File: config.mk
export PLATFORM = sky130hd
export DESIGN_NAME = conv_mac_engine
export DESIGN_NICKNAME = d
export VERILOG_FILES = /design/src/rtl/conv_mac_engine.sv
export SDC_FILE = /design/constraint.sdc
export NUM_CORES = 1
export LEC_CHECK = 0
export CELL_PAD_IN_SITES_DETAIL_PLACEMENT = 1
export CELL_PAD_IN_SITES_GLOBAL_PLACEMENT = 1
export CORE_UTILIZATION = 49
export CTS_BUF_LIST = sky130_fd_sc_hd__clkbuf_8
export DETAILED_ROUTE_END_ITERATION = 10
export PLACE_DENSITY_LB_ADDON = 0.2
export SLEW_MARGIN = 20
export SYNTH_ARGS = -nofsm -noshare
export SYNTH_HDL_FRONTEND = slang
export SYNTH_SLANG_ARGS = --single-unit
File: constraint.sdc
create_clock -name i_clk -period 17.55 [get_ports i_clk]
set_clock_uncertainty 0.05 [all_clocks]
set_input_delay 3.51 -clock i_clk [delete_from_list [all_inputs] [get_ports i_clk]]
set_output_delay 3.51 -clock i_clk [all_outputs]
set_load 0.02 [all_outputs]
File: src/rtl/conv_mac_engine.sv
// rtl/conv_mac_engine.sv - KxK signed window MAC on a single multiplier between BRAM0/1 reads and BRAM2 store
module conv_mac_engine #(
    parameter int DATA_W   = 8,
    parameter int K        = 3,
    parameter int ACC_W    = 2*DATA_W + $clog2(K*K),
    parameter int BRAM_LAT = 1,
    parameter int RELU_EN  = 0
) (
    input  logic                    i_clk,
    input  logic                    i_rst_n,
    input  logic                    i_load_req,
    input  logic [K*K*DATA_W-1:0]   i_fm_window,
    input  logic [K*K*DATA_W-1:0]   i_k_window,
    input  logic                    i_compute_conv,
    output logic                    o_ready2compute,
    output logic                    o_conv_done,
    output logic [ACC_W-1:0]        o_result,
    output logic                    o_busy
);

    localparam int N     = K*K;
    localparam int IDX_W = (N > 1) ? $clog2(N) : 1;
    localparam int RD_W  = (BRAM_LAT > 1) ? $clog2(BRAM_LAT) : 1;

    typedef enum logic [2:0] {S_IDLE, S_WAIT_RD, S_READY, S_MAC, S_DONE} state_t;

    state_t                    r_state;
    logic [RD_W-1:0]           r_rd_cnt;
    logic [IDX_W-1:0]          r_idx;
    logic signed [ACC_W-1:0]   r_acc;
    logic [N*DATA_W-1:0]       r_fm;
    logic [N*DATA_W-1:0]       r_k;
    logic                      r_ready;
    logic                      r_done;
    logic                      r_busy;
    logic [ACC_W-1:0]          r_result;

    logic signed [DATA_W-1:0]   w_fm_e;
    logic signed [DATA_W-1:0]   w_k_e;
    logic signed [2*DATA_W-1:0] w_prod;
    logic [ACC_W-1:0]           w_sum;

    assign w_fm_e = r_fm[r_idx*DATA_W +: DATA_W];
    assign w_k_e  = r_k[r_idx*DATA_W +: DATA_W];
    assign w_prod = w_fm_e * w_k_e;
    // Sign-extend the full-precision product; the accumulator width already covers the worst case.
    assign w_sum  = r_acc + {{(ACC_W-2*DATA_W){w_prod[2*DATA_W-1]}}, w_prod};

    always_ff @(posedge i_clk or negedge i_rst_n) begin
        if (!i_rst_n) begin
            r_state  <= S_IDLE;
            r_rd_cnt <= '0;
            r_idx    <= '0;
            r_acc    <= '0;
            r_fm     <= '0;
            r_k      <= '0;
            r_ready  <= 1'b0;
            r_done   <= 1'b0;
            r_busy   <= 1'b0;
            r_result <= '0;
        end else begin
            case (r_state)
                S_IDLE: begin
                    if (i_load_req) begin
                        r_state  <= S_WAIT_RD;
                        r_rd_cnt <= '0;
                        r_busy   <= 1'b1;
                    end
                end
                S_WAIT_RD: begin
                    if (!i_load_req) begin
                        r_state <= S_IDLE;
                        r_busy  <= 1'b0;
                    end else if (r_rd_cnt == RD_W'(BRAM_LAT-1)) begin
                        r_fm    <= i_fm_window;
                        r_k     <= i_k_window;
                        r_state <= S_READY;
                        r_ready <= 1'b1;
                    end else begin
                        r_rd_cnt <= r_rd_cnt + 1'b1;
                    end
                end
                S_READY: begin
                    if (i_compute_conv) begin
                        r_state <= S_MAC;
                        r_ready <= 1'b0;
                        r_acc   <= '0;
                        r_idx   <= '0;
                    end
                end
                S_MAC: begin
                    r_acc <= w_sum;
                    r_idx <= r_idx + 1'b1;
                    if (r_idx == IDX_W'(N-1)) begin
                        r_result <= (RELU_EN != 0 && w_sum[ACC_W-1]) ? '0 : w_sum;
                        r_done   <= 1'b1;
                        r_state  <= S_DONE;
                    end
                end
                S_DONE: begin
                    r_done  <= 1'b0;
                    r_busy  <= 1'b0;
                    r_state <= S_IDLE;
                end
                default: begin
                    r_state <= S_IDLE;
                    r_ready <= 1'b0;
                    r_done  <= 1'b0;
                    r_busy  <= 1'b0;
                end
            endcase
        end
    end

    assign o_ready2compute = r_ready;
    assign o_conv_done     = r_done;
    assign o_result        = r_result;
    assign o_busy          = r_busy;

endmodule

==> flow_summary.yaml <==
run_status:
  outcome: "finished clean"
synth:
  synth.distinct_cells: 51
  synth_nets: 1236
  syn_avg_cell_area_um2: 11.9
  yosys-top-cells-area: "dfrtp_1, mux2_2, fa_1"
  yosysTopAreaCellShare: 0.415
  synth_edf_count: 0
  synth_most_common_cell: "dfrtp_1"
  syn_area_um2: 11700
  synth_seq_cells: 194
  ys.flop_type: "dfrtp_1"
  yosysSeqAreaShare: 0.415
  yosysWarningCount: 0
  syn_inst: 980
  synth_common_cells: "dfrtp_1, mux2_2, inv_1, nor2_1, nand2_1"
  synth_async_sr_flop_share: 1.00
  synth_area_leader_cell: "dfrtp_1"
clocking:
  hold_buffers: 0
  clock_sinks: 194
  cts_buffer_depth: 2
  clock-root-buffer: "clkbuf_8"
  numCtsBuffers: 17
  path_clk_slew_ps: 120
  postCtsSetupBuffers: 0
  cts.repair.resized: 0
  htree_num_levels: 4
  clock_latency_ps: 500
  cts_tree: "yes"
worst_setup_path:
  critPathLaunchType: "flop"
  worst-setup-path-type: "flop to flop"
  end_kind: "flop"
  worstPathRequired_ps: 17880
  arrival_ps: 8760
  reg2reg_depth: 28
  path_buf_inv: 4
  crit_fanout: 38
  critical_path.top_delay_family: "adder cells"
  r2r_setup_slack_ps: 9120
  crit_slowest_cell: "nor4b_4"
  regToRegEndpoint: "o_result[18]"
  cp_slowest_stage_delay_ps: 1030
  timing.rr.start: "r_idx[1]"
layout:
  nNetsFinal: 1395
  drive_above_1_share: 0.220
  layout.cells.non_filler: 1473
  area_growth_pct: 20.8
floorplanning:
  die_w_um: 157
  die_h_um: 157
  die_area_um2: 24500
  num_rows: 56
  io_pins: 171
  coreArea_um2: 23500
  start_util: 0.499
timing:
  max_slew.worst_pin.slew_ps: 1020
  slew_headroom: 0.318
  period_minus_slack_ps: 8430
  min_period_over_period: 0.480
  hold_viol: 0
  finalWorstSetupSlack_ps: 9120
  fmax_ghz: 0.119
  slew_violations: 0
  rsz0062_at_grt: "false"
  setup_viol: 0
  fin_tns_setup_ps: 0
run:
  drv_cap: 0
place:
  dp_cells: 1439
  dp.final_hpwl_mm: 22.6
  gp_congestion: 0.895
  dp_slack_ps: 9130
  numPortBuffers: 170
min_path:
  hp-class: "flop to flop"
  min_from: "o_result[4]"
  hold_depth: 2
  hold_end: "o_result[4]"
drt:
  drt_iter0_markers: 374
  ant_nets: 0
  vias: 8012
  vias_per_cell: 5.44
  post-route-drc-count: 0
  first_pass_iters: 4
  wire_per_inst_um: 20.5
  routed_wl_mm: 30.2
global_routing:
  grt_max_degree: 75
  grt_remaining_overflow: 0
  grt_pass1_vias: 9225
  antenna_found_initial: 4
  grt_usage: 0.268
  grt_pass1_wl_mm: 49.3
-- state kept, by name (all words and copies together), names as in the netlist --
signal,flops
o_result,20
r_idx,4
o_conv_done,1
r_state,3
o_ready2compute,1
o_busy,1
r_fm,72
r_k,72
r_acc,20
-- layout by cell type, fill, tap and decap left out, types with 3 or more instances in the layout --
cell / netlist / final
inv_8: 0 / 3
mux2_2: 147 / 147
a21o_1: 9 / 9
a22o_1: 17 / 17
nand3b_1: 3 / 3
inv_12: 0 / 3
clkinv_8: 0 / 5
inv_6: 0 / 3
o211ai_1: 4 / 4
a211oi_1: 3 / 3
mux2i_1: 17 / 17
o21bai_1: 6 / 6
nor2b_1: 8 / 8
mux4_2: 32 / 32
inv_1: 95 / 95
a21oi_2: 10 / 10
ha_1: 52 / 52
clkbuf_8: 0 / 18
nand4_1: 3 / 3
dfrtp_1: 194 / 192
buf_4: 4 / 8
o21a_1: 3 / 3
o21ai_1: 5 / 5
or2_2: 12 / 12
nand2_1: 66 / 66
fa_1: 56 / 56
nand3_1: 4 / 4
xor2_1: 7 / 7
a21oi_1: 27 / 27
clkdlybuf4s50_1: 0 / 169
nand2b_1: 6 / 6
o21ai_0: 27 / 27
xnor2_1: 24 / 24
nor2_1: 81 / 81
-- metrics by stage --
| step | util | hold slack, ps | area, um^2 |
|---|---|---|---|
| finish | 0.603 | 439 | 14100 |
| global route | 0.602 | 473 | 14100 |
| CTS | 0.602 | 442 | 14100 |
| detailed placement | 0.584 | 416 | 13700 |
| global placement | 0.584 | 407 | 13700 |
| floorplan | - | 406 | 11700 |
-- worst reg2reg max path, delay by kind of cell (launching register included) --
kind	cells	cell delay, ps
compound gates	11	2070
buf+inv	4	370
fa+ha+maj	6	2650
simple gates	5	1960
mux	1	360
xor+xnor	1	110
flops	1	780
-- final cells by class --
class / count / area, um^2
fill: 2430 / 9330
multi-input combinational: 652 / 6330
sequential: 194 / 4860
timing repair buffer: 178 / 1770
tap: 319 / 399
inverter: 96 / 360
clock buffer: 17 / 234
clock inverter: 15 / 195
antenna: 2 / 5.00
-- worst max-delay path by stage --
stage,start,end,slack [ps],depth (start not counted)
3_3_place_gp,r_idx[1],o_result[18],9330,26
6_report,r_idx[1],o_result[18],9120,28
2_1_floorplan,r_idx[0],o_result[18],10410,29
5_1_grt,r_idx[1],o_result[18],8580,28
4_1_cts,r_idx[0],r_acc[18],9030,30
3_5_place_dp,r_idx[1],o_result[18],9130,26
-- cell families after synthesis --
group / share of synthesized area
AOI/OAI and AO/OA: 0.0718
xor gates and xnor gates: 0.0246
adders and majority gates: 0.151
buffers and inverters: 0.0464
DFF: 0.415
muxes: 0.218
and+or+nand+nor: 0.0729
-- layer usage --
layer  global-route usage  vias up  wire length, um
li1                     -     3656                -
met4               0.0882        4              686
met1                0.309     4137            12000
met3               0.0662       43             1560
met2                0.484      172            15900
met5                    0        -               25
Power is left out: the tool's default activity adds up to more than one toggle a clock period on the data nets, which glitch-free logic cannot reach.
